$ cat config.mk
export PLATFORM = sky130hd
export DESIGN_NAME = dma_priority_arbiter
export DESIGN_NICKNAME = d
export VERILOG_FILES = /design/src/rtl/dma_priority_arbiter.sv
export SDC_FILE = /design/constraint.sdc
export NUM_CORES = 1
export LEC_CHECK = 0
export BUFFER_PORTS_ARGS = -buffer_cell sky130_fd_sc_hd__buf_2
export CORE_MARGIN = 5
export CORE_UTILIZATION = 30
export CTS_BUF_LIST = sky130_fd_sc_hd__clkbuf_4
export DETAILED_ROUTE_END_ITERATION = 8
export RECOVER_POWER = 25
export REMOVE_ABC_BUFFERS = 1
export SLEW_MARGIN = 20
export SYNTH_ARGS = -nofsm -noshare
export SYNTH_HDL_FRONTEND = slang
export SYNTH_SLANG_ARGS = --single-unit
$ cat constraint.sdc
create_clock -name CLK -period 1.7 [get_ports CLK]
set_input_delay 0.17 -clock CLK [delete_from_list [all_inputs] [get_ports CLK]]
set_output_delay 0.17 -clock CLK [all_outputs]
set_load 0.05 [all_outputs]
$ cat src/rtl/dma_priority_arbiter.sv
// Channel arbiter and CPU bus-hold sequencer for the 4-channel DMA controller.
// Optional software request register is compiled in with `define DMA_SOFT_REQ_EN.
module dma_priority_arbiter #(
  parameter int HOLD_TIMEOUT = 0,
  parameter int TIMEOUT_W    = 8
) (
  input  logic       CLK,
  input  logic       reset,
  input  logic [3:0] DREQ,
  input  logic [3:0] maskedChannels,
  input  logic       rotatingPriority,
  input  logic       HLDA,
  input  logic       xferDone,
`ifdef DMA_SOFT_REQ_EN
  input  logic       softReqWr,
  input  logic [1:0] softReqCh,
  input  logic       softReqSet,
`endif
  output logic       HRQ,
  output logic [3:0] DACK,
  output logic [1:0] activeChannel,
  output logic       busy,
  output logic       holdTimeout
);

  typedef enum logic [1:0] {IDLE, HOLD_REQ, GRANT, RELEASE} state_t;

  localparam bit                   TO_EN   = (HOLD_TIMEOUT > 0);
  localparam logic [TIMEOUT_W-1:0] TO_LAST = TIMEOUT_W'(TO_EN ? HOLD_TIMEOUT - 1 : 0);

  state_t               state;
  logic [1:0]           top;       // channel currently holding highest priority
  logic [TIMEOUT_W-1:0] wait_cnt;
  logic [3:0]           eff_req;
  logic [1:0]           winner;
  logic                 timeout_hit;

`ifdef DMA_SOFT_REQ_EN
  logic [3:0] soft_req;

  always_ff @(posedge CLK) begin
    if (!reset) begin
      soft_req <= '0;
    end else begin
      if (state == GRANT && xferDone)
        soft_req[activeChannel] <= 1'b0;
      // Listed last so a write to the same bit overrides the completion clear.
      if (softReqWr)
        soft_req[softReqCh] <= softReqSet;
    end
  end

  assign eff_req = (DREQ | soft_req) & ~maskedChannels;
`else
  assign eff_req = DREQ & ~maskedChannels;
`endif

  // Scan from lowest priority to highest so the highest-priority hit is kept.
  function automatic logic [1:0] pick_winner(input logic [3:0] req, input logic [1:0] first);
    logic [1:0] ch;
    // NOTE: give every combinational result a default before any conditional
    // update; a path that leaves it unassigned infers a latch.
    pick_winner = first;
    for (int k = 3; k >= 0; k--) begin
      ch = first + 2'(k);
      if (req[ch]) pick_winner = ch;
    end
  endfunction

  always_comb begin
    winner = pick_winner(eff_req, top);
  end

  assign timeout_hit = TO_EN && (wait_cnt == TO_LAST);

  // NOTE: registers use non-blocking assignments so every flop samples the
  // pre-edge values, independent of statement order within the block.
  always_ff @(posedge CLK) begin
    if (!reset) begin
      state         <= IDLE;
      HRQ           <= 1'b0;
      DACK          <= 4'b0000;
      activeChannel <= 2'd0;
      busy          <= 1'b0;
      holdTimeout   <= 1'b0;
      top           <= 2'd0;
      wait_cnt      <= '0;
    end else begin
      holdTimeout <= 1'b0;
      if (!rotatingPriority)
        top <= 2'd0;

      case (state)
        // RELEASE lasts one cycle with the bus dropped, then arbitrates like IDLE.
        IDLE, RELEASE: begin
          if (eff_req != 4'b0000) begin
            state    <= HOLD_REQ;
            HRQ      <= 1'b1;
            wait_cnt <= '0;
          end else begin
            state <= IDLE;
          end
        end

        HOLD_REQ: begin
          if (HLDA) begin
            if (eff_req != 4'b0000) begin
              state         <= GRANT;
              DACK          <= 4'b0001 << winner;
              activeChannel <= winner;
              busy          <= 1'b1;
            end else begin
              state <= RELEASE;
              HRQ   <= 1'b0;
            end
          end else if (timeout_hit) begin
            holdTimeout <= 1'b1;
            state       <= RELEASE;
            HRQ         <= 1'b0;
          end else if (wait_cnt != '1) begin
            wait_cnt <= wait_cnt + 1'b1;
          end
        end

        GRANT: begin
          if (xferDone || !HLDA) begin
            state         <= (xferDone && HLDA) ? RELEASE : IDLE;
            HRQ           <= 1'b0;
            DACK          <= 4'b0000;
            activeChannel <= 2'd0;
            busy          <= 1'b0;
            // Only a completed transfer rotates; an aborted one leaves order alone.
            if (xferDone && rotatingPriority)
              top <= activeChannel + 2'd1;
          end
        end

        default: state <= IDLE;
      endcase
    end
  end

endmodule

==> metrics.md <==
| Metric | Value |
|---|---|
| Max-cap violations | `0` |
| Post-synthesis instance total | `just over 80` |
| RSZ-0062 raised after global routing | `false` |
| Overall overflow remaining after global route | `0` |
| Synthesized area | `713.2 um^2` |
| Part of the power in the clock network | `a little under a quarter` |
| PortBufs | `20` |
| Internal power consumption | `478.2 uW` |
| Switching Fraction | `33.53%` |
| Count of flip-flops with a built-in enable after synthesis | `0` |
| Cts hold-fix bufs | `0` |
| Start point of the worst hold path | `rotatingPriority` |
| Total wirelength of the detailed-routed design | `around 1.7 mm` |
| Capture point of the worst reg-to-reg path | `DACK[2]` |
| Leakage Power | `0.3908 nW` |
| Combinational cell fraction of total power | `33.0%` |
| Final Hold Viols | `0` |
| HP Class | `in2reg` |
| Reg clk slew, reported paths | `approximately 70 ps` |
| Cell variety after synth | `35` |
| Synth warnings | `0` |
| Synthesis-to-layout area growth | `27.72%` |
| Crit end category | `flop` |
| Pins over their slew limit | `0` |
| Placer congestion estimate | `0.7966` |
| Setup slack after placement | `17.76 ps` |
| Sequential cell area | `242.7 um^2` |
| Reg power frac | `43.2%` |
| Syn avg cell area | `8.697 um^2` |
| Core area | `2233 um^2` |
| Arr. time, crit path | `1750 ps` |
| I/O Pins | `22` |
| Starting utilization of the core area | `31.93%` |
| Die outline height | `roughly 60 um` |
| Tmin final | `1585 ps` |
| Maximum clock rate | `631.0 MHz` |
| Area share of the largest cell type after synthesis | `33.68%` |
| Top post-synthesis cells by count | `sky130_fd_sc_hd__dfxtp_1, sky130_fd_sc_hd__a21oi_1, sky130_fd_sc_hd__o21ai_0` |
| Post-layout util | `40.78%` |
| Setup WS post-layout | `115.3 ps` |
| Wire length of the first global-routing pass | `between 2 and 3 mm` |
| DP Wirelength | `1.370 mm` |
| P_sw | `241.2 uW` |
| Worst Skew | `between 0.7 and 0.8 ps` |
| Setup TNS | `0 ps` |
| Power per cell area | `789.8 nW/um^2` |
| Fraction of the yosys area taken by sequential cells | `between 30% and 40%` |
| Period utilization | `93.22%` |
| Peak ir drop on the vdd network | `0.0005192 V` |
| Share of layout cells above drive strength 1 | `~34%` |
| Antenna Nets Post-Route | `0` |
| Clock network latency to the later pin of the worst-skew pair | `between 200 and 300 ps` |
| Worst setup SP type | `flop` |
| Area of combinational cells with multiple inputs | `451.7 um^2` |
| Final-layout fill cell count | `221` |
| CTS buffer count | `3` |
| Maximum number of pins on one net before global-route repair | `9` |
| Worst-path maximum fanout | `5` |
| Cell count of the worst hold path | `3` |
| Via count of the first global-routing pass | `664` |
| Vias | `700` |
| Die area | `3452 um^2` |
| R2r setup slk | `120 ps` |
| Clock Tree Buf Depth | `2` |
| Clock tree from TritonCTS | `done` |
| Slew headroom | `around three fifths` |
| Primary FF master, synth | `sky130_fd_sc_hd__dfxtp_1` |
| Library cell occupying the most area in the post-synthesis netlist | `sky130_fd_sc_hd__dfxtp_1` |
| Residual DRC | `0` |
| Row Count | `17` |
| Worst setup path class | `reg2reg` |
| Per-cell via count in the routed design | `around 5.1` |
| Count of antenna diodes in the layout | `0` |
| Top area cells in the synthesized netlist | `sky130_fd_sc_hd__dfxtp_1, sky130_fd_sc_hd__nor2b_4, sky130_fd_sc_hd__a21oi_1, sky130_fd_sc_hd__o21ai_0, sky130_fd_sc_hd__a22o_1` |
| Depth of the CTS H-tree | `1` |
| Buffer cell driving the clock tree root | `sky130_fd_sc_hd__clkbuf_4` |
| Final setup viols | `0` |
| Post-synthesis sequential element count | `12` |
| Number of detailed-route iterations in the first pass | `4` |
| GRT Resource Usage Total | `10.28%` |
| Launch point of the worst reg-to-reg path | `state[0]` |
| Sink of the worst hold path | `top[0]` |
| Starting DRC count in detailed routing | `17` |
| Status | `finished clean` |
| Number of cells on the worst reg-to-reg path | `7` |
| Post-route total power | `719.4 uW` |
| Pin slew with the least headroom to its limit | `600.8 ps` |
| Per-cell routed wire length | `approximately 12 um` |
| Layout net count | `about 130` |
| Most instantiated library cell after synthesis | `sky130_fd_sc_hd__dfxtp_1` |
| Required time at the endpoint of the critical path | `1860 ps` |
| Initial antenna violation count | `0` |
| Synth async-reset ratio | `0%` |
| Overall die width | `58.76 um` |
| Clock sinks | `12` |
[timing repair]
action | in CTS | in global routing
gates resized for setup | 2 | 4
buffers inserted | 0 | 1
endpoints found under the setup margin | 1 | 3
pin swaps | 0 | 1
[metal layers]
| layer | track usage, % | vias to the layer above | share of wire [%] |
|---|---|---|---|
| met2 | 15.77 | 12 | 48 |
| met5 | 0 | - | 0 |
| met3 | 2.851 | 0 | 4.1 |
| met4 | 5.502 | 0 | 0 |
| li1 | - | 358 | - |
| met1 | 12.92 | 330 | 48 |
[cell type report]
| class | instances | share of cell area [%] |
|---|---|---|
| Clock buffer | 3 | 2.473 |
| Inverter | 5 | 2.060 |
| Multi-Input combinational cell | 64 | 49.59 |
| Sequential cell | 12 | 26.65 |
| Tap cell | 28 | 3.846 |
| Timing Repair Buffer | 26 | 15.38 |
[state kept, by name, indices dropped and copies added (netlist names)]
signal / count
HRQ: 1
busy: 1
top: 2
state: 2
DACK: 4
activeChannel: 2
[worst max-delay path, cell delays in order (launching register included)]
cell                       delay, ps
sky130_fd_sc_hd__dfxtp_2         350
sky130_fd_sc_hd__inv_1            40
sky130_fd_sc_hd__ha_1            200
sky130_fd_sc_hd__nand3b_1         80
sky130_fd_sc_hd__o21ai_1          90
sky130_fd_sc_hd__a211o_1         310
sky130_fd_sc_hd__and2_4          190
sky130_fd_sc_hd__a22o_1          230
[cells in the final DEF (no fill, tap or decap), types with 2 or more instances in the layout]
cell type	n
sky130_fd_sc_hd__a21oi_1	6
sky130_fd_sc_hd__clkbuf_4	3
sky130_fd_sc_hd__o22ai_1	4
sky130_fd_sc_hd__dfxtp_2	2
sky130_fd_sc_hd__buf_2	16
sky130_fd_sc_hd__nand2_1	4
sky130_fd_sc_hd__nand2b_1	3
sky130_fd_sc_hd__buf_4	6
sky130_fd_sc_hd__o21ai_0	5
sky130_fd_sc_hd__a22o_1	3
sky130_fd_sc_hd__o2bb2ai_1	2
sky130_fd_sc_hd__nor2b_1	4
sky130_fd_sc_hd__clkbuf_1	4
sky130_fd_sc_hd__nand3_1	2
sky130_fd_sc_hd__dfxtp_1	10
sky130_fd_sc_hd__nor2_1	5
sky130_fd_sc_hd__inv_1	5
sky130_fd_sc_hd__nor2b_4	3
[power by group through the flow]
stage                     sequential [mW]  combinational, mW  clock (mW)
final                               0.311              0.237       0.171
after global routing                0.314              0.260       0.190
after CTS                           0.310              0.228       0.174
after detailed placement            0.316              0.227           0
after global placement              0.316              0.222           0
after floorplan                     0.355              0.120           0
[worst max-delay path by stage]
stage / from / slack (ps) / cells past startpoint / end
after CTS: state[1] / 30 / 7 / DACK[2]
final: state[0] / 120 / 7 / DACK[2]
after global placement: state[0] / 100 / 7 / DACK[0]
after floorplan: state[0] / 20 / 7 / DACK[0]
after global routing: state[0] / 6 / 7 / DACK[2]
after detailed placement: state[1] / 20 / 7 / DACK[2]
[metrics by stage]
stage / instance area (um^2) / cells / hold slack [ps]
2_1_floorplan: 705.7 / 81 / 298.2
3_3_place_gp: 878.3 / 134 / 434.4
3_5_place_dp: 878.3 / 134 / 430.0
4_1_cts: 903.4 / 137 / 147.1
5_1_grt: 910.9 / 138 / 157.9
6_report: 910.9 / 138 / 147.8
[cell families after synthesis]
logic type / Yosys count / synth area share (%)
AND/OR/NAND/NOR: 31 / 30.18
AO/OA/AOI/OAI: 29 / 27.20
flip-flops: 12 / 33.68
buffers and inverters: 6 / 3.685
adder cells (fa/ha/maj): 2 / 3.508
XOR/XNOR: 1 / 1.228
other: 1 / 0.5258
Note: power is estimated with default switching activity, not from simulation.
